<file path="src/rtl/fire4_5_expand3_sched.sv">
// Sequencer for the shared fire4/fire5 3x3 expand datapath.
// Runs fire4 expand3, acknowledges it, runs fire5 expand3, acknowledges it,
// and while each layer runs it streams the ifm read addresses for a 3x3,
// stride-1, pad-1 window in position-major, channel-minor tap order.
module fire4_5_expand3_sched #(
    parameter int WOUT       = 32,
    parameter int W_IN       = 32,
    parameter int CHIN       = 32,
    parameter int KERNEL_DIM = 3,
    parameter int PAD        = 1,
    parameter int ADDR_W     = 15
) (
    input  logic              clk,
    input  logic              rst,
    input  logic              start,
    input  logic              fire4_expand_3_finish,
    input  logic              fire5_expand_3_finish,
    output logic              fire4_expand_3_en,
    output logic              fire5_expand_3_en,
    output logic              ram_feedback_4,
    output logic              ram_feedback_5,
    output logic [ADDR_W-1:0] ifm_addr,
    output logic              ifm_pad,
    output logic              ifm_valid,
    output logic              busy,
    output logic              done
);

    // Real taps per output pixel; index TAPS itself is the clear bubble.
    localparam int TAPS = KERNEL_DIM * KERNEL_DIM * CHIN;
    localparam int KW   = $clog2(TAPS + 1);
    localparam int CW   = (WOUT > 1) ? $clog2(WOUT) : 1;
    localparam int SW   = $clog2(W_IN) + 2;

    typedef enum logic [2:0] {IDLE, RUN4, ACK4, RUN5, ACK5, DONE} state_t;

    state_t               state;
    logic [KW-1:0]        k, adv_k;
    logic [CW-1:0]        c, r, adv_c, adv_r;
    logic                 frozen, adv_frozen;
    logic                 running;
    int                   ch, pos, kr, kc;
    logic signed [SW-1:0] ir, ic;
    logic                 tap_valid, tap_pad;
    logic [ADDR_W-1:0]    tap_addr;

    assign running = (state == RUN4) || (state == RUN5);

    // Next position of the window walk; outside RUN it points at the first tap
    always_comb begin
        adv_k      = '0;
        adv_c      = '0;
        adv_r      = '0;
        adv_frozen = 1'b0;
        if (running) begin
            adv_k      = k;
            adv_c      = c;
            adv_r      = r;
            adv_frozen = frozen;
            if (!frozen) begin
                if (k == KW'(TAPS)) begin
                    if (c == CW'(WOUT - 1) && r == CW'(WOUT - 1)) begin
                        adv_frozen = 1'b1;
                    end else begin
                        adv_k = '0;
                        if (c == CW'(WOUT - 1)) begin
                            adv_c = '0;
                            adv_r = r + CW'(1);
                        end else begin
                            adv_c = c + CW'(1);
                        end
                    end
                end else begin
                    adv_k = k + KW'(1);
                end
            end
        end
    end

    // Decode the next tap into channel / window offset and the ifm address
    always_comb begin
        ch        = int'(adv_k) % CHIN;
        pos       = int'(adv_k) / CHIN;
        kr        = pos / KERNEL_DIM;
        kc        = pos % KERNEL_DIM;
        ir        = SW'(int'(adv_r) + kr - PAD);
        ic        = SW'(int'(adv_c) + kc - PAD);
        tap_valid = !adv_frozen && (adv_k != KW'(TAPS));
        tap_pad   = 1'b1;
        tap_addr  = '0;
        if (tap_valid) begin
            tap_pad = (ir < 0) || (int'(ir) >= W_IN) || (ic < 0) || (int'(ic) >= W_IN);
            if (!tap_pad) begin
                tap_addr = ADDR_W'(ch * W_IN * W_IN + int'(ir) * W_IN + int'(ic));
            end
        end
    end

    // Layer FSM with registered enables, acknowledges and address stream
    always_ff @(posedge clk) begin
        if (rst) begin
            state             <= IDLE;
            k                 <= '0;
            c                 <= '0;
            r                 <= '0;
            frozen            <= 1'b0;
            fire4_expand_3_en <= 1'b0;
            fire5_expand_3_en <= 1'b0;
            ram_feedback_4    <= 1'b0;
            ram_feedback_5    <= 1'b0;
            ifm_addr          <= '0;
            ifm_pad           <= 1'b0;
            ifm_valid         <= 1'b0;
            busy              <= 1'b0;
            done              <= 1'b0;
        end else begin
            k              <= adv_k;
            c              <= adv_c;
            r              <= adv_r;
            frozen         <= adv_frozen;
            ram_feedback_4 <= 1'b0;
            ram_feedback_5 <= 1'b0;
            ifm_addr       <= '0;
            ifm_pad        <= 1'b0;
            ifm_valid      <= 1'b0;
            case (state)
                IDLE, DONE: begin
                    if (start) begin
                        state             <= RUN4;
                        fire4_expand_3_en <= 1'b1;
                        busy              <= 1'b1;
                        done              <= 1'b0;
                        ifm_addr          <= tap_addr;
                        ifm_pad           <= tap_pad;
                        ifm_valid         <= tap_valid;
                    end
                end
                RUN4: begin
                    if (fire4_expand_3_finish) begin
                        state             <= ACK4;
                        fire4_expand_3_en <= 1'b0;
                        ram_feedback_4    <= 1'b1;
                        k                 <= '0;
                        c                 <= '0;
                        r                 <= '0;
                        frozen            <= 1'b0;
                    end else begin
                        ifm_addr  <= tap_addr;
                        ifm_pad   <= tap_pad;
                        ifm_valid <= tap_valid;
                    end
                end
                ACK4: begin
                    state             <= RUN5;
                    fire5_expand_3_en <= 1'b1;
                    ifm_addr          <= tap_addr;
                    ifm_pad           <= tap_pad;
                    ifm_valid         <= tap_valid;
                end
                RUN5: begin
                    if (fire5_expand_3_finish) begin
                        state             <= ACK5;
                        fire5_expand_3_en <= 1'b0;
                        ram_feedback_5    <= 1'b1;
                        k                 <= '0;
                        c                 <= '0;
                        r                 <= '0;
                        frozen            <= 1'b0;
                    end else begin
                        ifm_addr  <= tap_addr;
                        ifm_pad   <= tap_pad;
                        ifm_valid <= tap_valid;
                    end
                end
                ACK5: begin
                    state <= DONE;
                    busy  <= 1'b0;
                    done  <= 1'b1;
                end
                default: state <= IDLE;
            endcase
        end
    end

endmodule

</file>
<file path="config.mk">
export PLATFORM = sky130hd
export DESIGN_NAME = fire4_5_expand3_sched
export DESIGN_NICKNAME = d
export VERILOG_FILES = /design/src/rtl/fire4_5_expand3_sched.sv
export SDC_FILE = /design/constraint.sdc
export NUM_CORES = 1
export LEC_CHECK = 0
export ABC_AREA = 1
export CAP_MARGIN = 20
export CORE_ASPECT_RATIO = 0.8
export CORE_MARGIN = 2
export CORE_UTILIZATION = 45
export CTS_CLUSTER_DIAMETER = 120
export DETAILED_ROUTE_END_ITERATION = 8
export HOLD_SLACK_MARGIN = 0.06
export PLACE_DENSITY_LB_ADDON = 0.25
export SYNTH_ARGS = -nofsm -noshare
export SYNTH_HDL_FRONTEND = slang
export SYNTH_SLANG_ARGS = --single-unit
</file>
<file path="constraint.sdc">
create_clock -name clk -period 9.26 [get_ports clk]
set_input_delay 1.852 -clock clk [delete_from_list [all_inputs] [get_ports clk]]
set_output_delay 1.852 -clock clk [all_outputs]
set_load 0.02 [all_outputs]
</file>
# --- Word-level counts from Yosys, hierarchy flattened ---
# Cells that the tools add are included.
op_classes:
  addsub: 9
  div: 2
  n_lt_le_gt_ge: 4
  n_eq_ne: 12
  muxes: 59
  bitwise: 2
  reduce_logical: 18
op_table:
  columns: ["cell", "count"]
  rows:
  - ["15-bit 2-to-1 mux", 5]
  - ["5-bit 2-to-1 mux", 14]
  - ["15-bit one-hot mux with 4 select lines", 1]
  - ["9-bit 2-to-1 mux", 6]
  - ["5-bit by 3-bit divider with 32-bit output (second input constant)", 1]
  - ["5-bit by 3-bit modulo with 32-bit output (second input constant)", 1]
  - ["5-bit one-hot mux with 2 select lines", 2]
  - ["1-bit 2-to-1 mux", 19]
  - ["9-bit one-hot mux with 2 select lines", 1]
  - ["15-bit by 12-bit adder with 15-bit output", 1]
  - ["15-bit by 7-bit adder with 15-bit output", 1]
  - ["3-bit one-hot mux with 5 select lines", 1]
  - ["6-bit by 7-bit adder with 7-bit output", 2]
  - ["7-bit greater-or-equal comparator (second input constant)", 2]
  - ["7-bit by 1-bit < comparator with 1-bit output (second input constant)", 2]
  - ["7-bit by 2-bit subtractor with 7-bit output (second input constant)", 2]
  - ["5-bit by 1-bit adder with 5-bit output (second input constant)", 2]
  - ["5-bit == test (second input constant)", 2]
  - ["1-bit one-hot mux with 2 select lines", 5]
  - ["9-bit by 1-bit adder with 9-bit output (second input constant)", 1]
  - ["9-bit == test (second input constant)", 1]
  - ["3-bit 2-to-1 mux", 3]
  - ["9-bit != test (second input constant)", 1]
  - ["1-bit one-hot mux with 4 select lines", 2]
  - ["other kinds (13)", 28]
totals:
  ff_bits: 46
  in_bits: 5
  out_inout_bits: 23
  word_cells: 120

# --- Longest topological paths before layout ---
logic_depth:
  word_depth: 17
  depth_mapped: 55
  ltp_nobuf: 55

# --- Worst setup path after synthesis ---
# Ideal clock, no wire load.
synth_timing:
  path_kind: "register to register"
  from: "reg r[0]"
  to: "reg ifm_addr[14]"
  setup_ns: 0.120
  t_arrival_ns: 6.598
  required_time_ns: 9.140
  slack_ns: 2.542
  stages_incl_launch_ff: 54
  path_buffers: 0
  synth_period_minus_slack_ns: 6.718
  path_cell_list: "dfxtp_1 > ha_1 > inv_1 > nor3_1 > ha_1 > nand2_1 > nand2_1 > nand2_4 > nand2_4 > a21oi_4 > ha_1 > ha_1 > inv_1 > nand2_4 > inv_4 > nand2_8 > nand2_1 > and2_1 > (+18 left out) > nand3_1 > nand2_1 > nand2_1 > nand2_2 > inv_1 > ha_1 > ha_1 > fa_1 > a21oi_1 > o21bai_1 > a21oi_1 > o21bai_1 > nand2_1 > nand2_1 > a21oi_1 > xor2_1 > xor2_1 > nor2_4"
synth_between:
  elab_chain_len: 17
  elab_cells_between_ends: 44
  cone_classes: "7 x add/sub; 2 x div; 4 x order compare; 2 x eq/ne; 23 x mux; 6 x reduce/logical"
synth_lines:
  columns: ["item", "line_no", "text"]
  rows:
  - ["from (decl)", "39", "logic [CW-1:0] c, r, adv_c, adv_r;"]
  - ["from (signal assigned)", "119", "r <= adv_r;"]
  - ["parallel branches: the longest is 14 deep, another holds 5-bit by 3-bit divider with 32-bit output", null, null]
  - ["15-bit 2-to-1 mux (*)", "91", "if (tap_valid) begin"]
  - ["15-bit 2-to-1 mux (on tied branches)", "161, 128, 139", null]
  - ["15-bit one-hot mux with 4 select lines (*)", "126", "case (state)"]
  - ["to (signal assigned)", "133", "ifm_addr <= tap_addr;"]
  - ["to (signal assigned)", "156", "ifm_addr <= tap_addr;"]
  - ["to (signal assigned)", "170", "ifm_addr <= tap_addr;"]
  - ["to (decl)", "22", "output logic [ADDR_W-1:0] ifm_addr,"]
# Mark *: on every way between the ends.
# A chain may end at the register's enable or synchronous reset.

# --- Final worst setup path ---
# Same ends and word-level chain as after synthesis.

==> impl_metrics.yaml <==
timing:
  fin_crit_sh_pct: 82.58
  min_period_ps: 7647
  setup_slack_ps: 1613
  rsz0062_at_grt: "false"
  slew_violations: 0
  tightestPinTransition_ps: 736.3
  timing.fmax_ghz: 0.1308
  hold_violations: 0
  clock_skew_ps: 5.741
  finalSetupViolCount: 0
  fin_setup_tns_ps: 0
  max-slew-margin-rel_pct: 50.27
worst_hold_path:
  min-delay-start: "fire4_expand_3_en$_SDFFE_PP0P_"
  min_to: "fire4_expand_3_en$_SDFFE_PP0P_"
  holdPathStages: 2
  hp-class: "flip-flop to flip-flop"
floorplan:
  coreArea_um2: 7910
  die_h_um: 84.62
  row_count: 29
  die_w_um: 104.8
  ioPinCount: 28
  die_area_um2: 8866
  start_util_pct: 46.22
pwr:
  ir_worst_vdd_uv: 74.23
  pwr_density_cell_nw_per_um2: 144.7
  p_leak_nw: 2.019
cts:
  clk_latency_ps: 300
  cts_root_buf: "clkbuf_8"
  numClockSinks: 46
  h-tree-depth: 2
  cts.path.max_buffers: 2
  cts_tree: "done"
  hold_buffers: 0
  postCtsSetupBuffers: 0
  cts_buffers: 5
  clk_pin_slew_ps: 90
  post_cts_resized: 0
layout:
  nets: 566
  drive_gt1_share_pct: 12.57
  antenna_cells: 0
  area_growth_pct: 13.66
detailed_routing:
  vias_per_cell: 4.885
  num_vias: 3053
  first_iter_violations: 140
  drc: 0
  dr.pass1.iters: 4
  wl_per_cell_um: 11.76
  ant_nets: 0
  routed_wl_um: 7348
yosys:
  synth_warnings: 0
  seq_area_frac_synth_pct: 25.19
  yosysMostFrequentCell: "inv_1"
  yosys-top-cells-area: "dfxtp_1, ha_1, inv_1"
  avgSynthCellArea_um2: 7.492
  postSynthCellCount: 488
  ys.flop_type: "dfxtp_1"
  ys_ff_latch: 46
  synth_top_area_cell: "dfxtp_1"
  synth.net_count: 538
  syn_area_um2: 3656
  synth_top_area_share_pct: 25.19
  synth_edf_count: 0
  synth_cell_types: 46
  async_reset_ff_share_pct: 0
  synth_common_cells: "inv_1, nand2_1, nor2_1, dfxtp_1, ha_1"
grt:
  first_global_vias: 2835
  grt_pass1_wl_um: 12770
  groute.usage.overall_pct: 17.68
  grt_max_degree: 21
  grt.overflow.total: 0
  antenna_found_initial: 0
setup_path:
  critPathRequiredTime_ps: 9450
  crit_type: "flip-flop to flip-flop"
  r2r-start: "r[0]$_SDFF_PP0_"
  startpoint: "r[0]$_SDFF_PP0_"
  cp_data_arrival_time_ps: 7840
  endpoint_kind: "flip-flop"
  path_max_fanout: 12
  crit_top_cell: "ha_1"
  rrSetupSlack_ps: 1610
  cpPeakStageDelay_ps: 410
  cpMaxStageDelayCell: "fa_1"
  worst_r2r_path_depth: 51
  cp-start-kind: "flip-flop"
  reg2reg_to: "ifm_addr[14]$_SDFF_PP0_"
placed_design:
  place_congestion: 0.8856
  numPortBuffers: 27
  place_hpwl_um: 5998
  dp_worst_setup_slack_ps: 1672
outcome:
  status: "completed"
run:
  max_cap_violations: 0
-- worst max-delay path by stage --
stage	to	cells past startpoint	slack, ps
after floorplan	ifm_addr[14]$_SDFF_PP0_	53	2540
after global placement	ifm_addr[14]$_SDFF_PP0_	51	1890
after detailed placement	ifm_addr[14]$_SDFF_PP0_	51	1670
after CTS	ifm_addr[14]$_SDFF_PP0_	51	1600
after global routing	ifm_addr[14]$_SDFF_PP0_	51	810
final	ifm_addr[14]$_SDFF_PP0_	51	1610
-- worst max-delay path: cells and delay by family (launching register included) --
kind,cells,cell delay (ps)
AOI/OAI and AO/OA,9,1220
xor gates and xnor gates,3,520
adders and majority gates,10,2640
buffers and inverters,9,720
DFF,1,380
and+or+nand+nor,20,2050
-- kinds of logic (layout without fill, tap and decap cells) --
group           after synthesis  count (layout)  synth area share [%]
flops                        46              46                 25.19
buf+inv                     102             131                 11.19
mux                           1               1                0.2738
xor+xnor                     18              18                 4.312
simple gates                214             214                 31.90
compound gates               62              62                 10.51
fa+ha+maj                    45              45                 16.63
-- cells in the final DEF (no fill, tap or decap), drive strengths merged --
cell           count
mux2i              1
a32oi              1
or2                2
clkbuf             5
nor3               5
nand3             31
dfxtp             46
a21oi             29
clkdlybuf4s50     27
nand4              5
inv               96
nand3b             1
nor2              74
and2               1
nor4               1
xnor2              7
and3               1
o41ai              1
a31oi              2
ha                39
o211ai             1
o21bai             4
a32o               1
bufinv             2
or3                1
o21ai             17
clkinv             1
a21boi             2
o311ai             1
xor2              11
a211oi             1
o21a               2
nand2             92
fa                 6
-- through the flow --
step           power, mW  hold slack (ps)  std cells  util [%]  cell area (um^2)
2_1_floorplan     0.3732            515.5        488         -              3656
3_3_place_gp      0.4247            459.3        617     50.79              4018
3_5_place_dp      0.4253            461.8        617     50.79              4018
4_1_cts           0.6074            476.1        625     52.53              4155
5_1_grt           0.6416            498.7        625     52.53              4155
6_report          0.6012            475.5        625     52.53              4155
-- state kept, by name, summed over array words and instances (netlist names) --
| signal | cells |
|---|---|
| c | 5 |
| state | 3 |
| frozen | 1 |
| ram_feedback_5 | 1 |
| busy | 1 |
| ifm_valid | 1 |
| fire4_expand_3_en | 1 |
| fire5_expand_3_en | 1 |
| done | 1 |
| ifm_pad | 1 |
| k | 9 |
| r | 5 |
| ram_feedback_4 | 1 |
| ifm_addr | 15 |
-- power breakdown --
| group | total [mW] | switching [mW] | internal (mW) |
|---|---|---|---|
| registers | 0.227 | 0.0116 | 0.216 |
| logic | 0.193 | 0.126 | 0.0674 |
| clock network | 0.181 | 0.0724 | 0.108 |
-- metal layers --
layer / global-route usage [%] / part of all wire, % / wire [um] / vias to the layer above
li1: - / - / - / 1594
met1: 24.30 / 51 / 3732 / 1410
met2: 28.34 / 44 / 3261 / 41
met3: 3.339 / 3.5 / 258 / 8
met4: 5.091 / 1.3 / 96 / 0
met5: 0 / 0 / 0 / -
-- layout make-up --
class	count	area, um^2
well taps	108	135.1
repair buffers	27	270.3
flip-flops and latches	46	920.9
clock inverters	3	68.82
fillers	766	3755
inverters	96	365.4
clock buffers	5	68.82
multi-input cells	340	2326
Note: power is estimated with default switching activity, not from simulation.
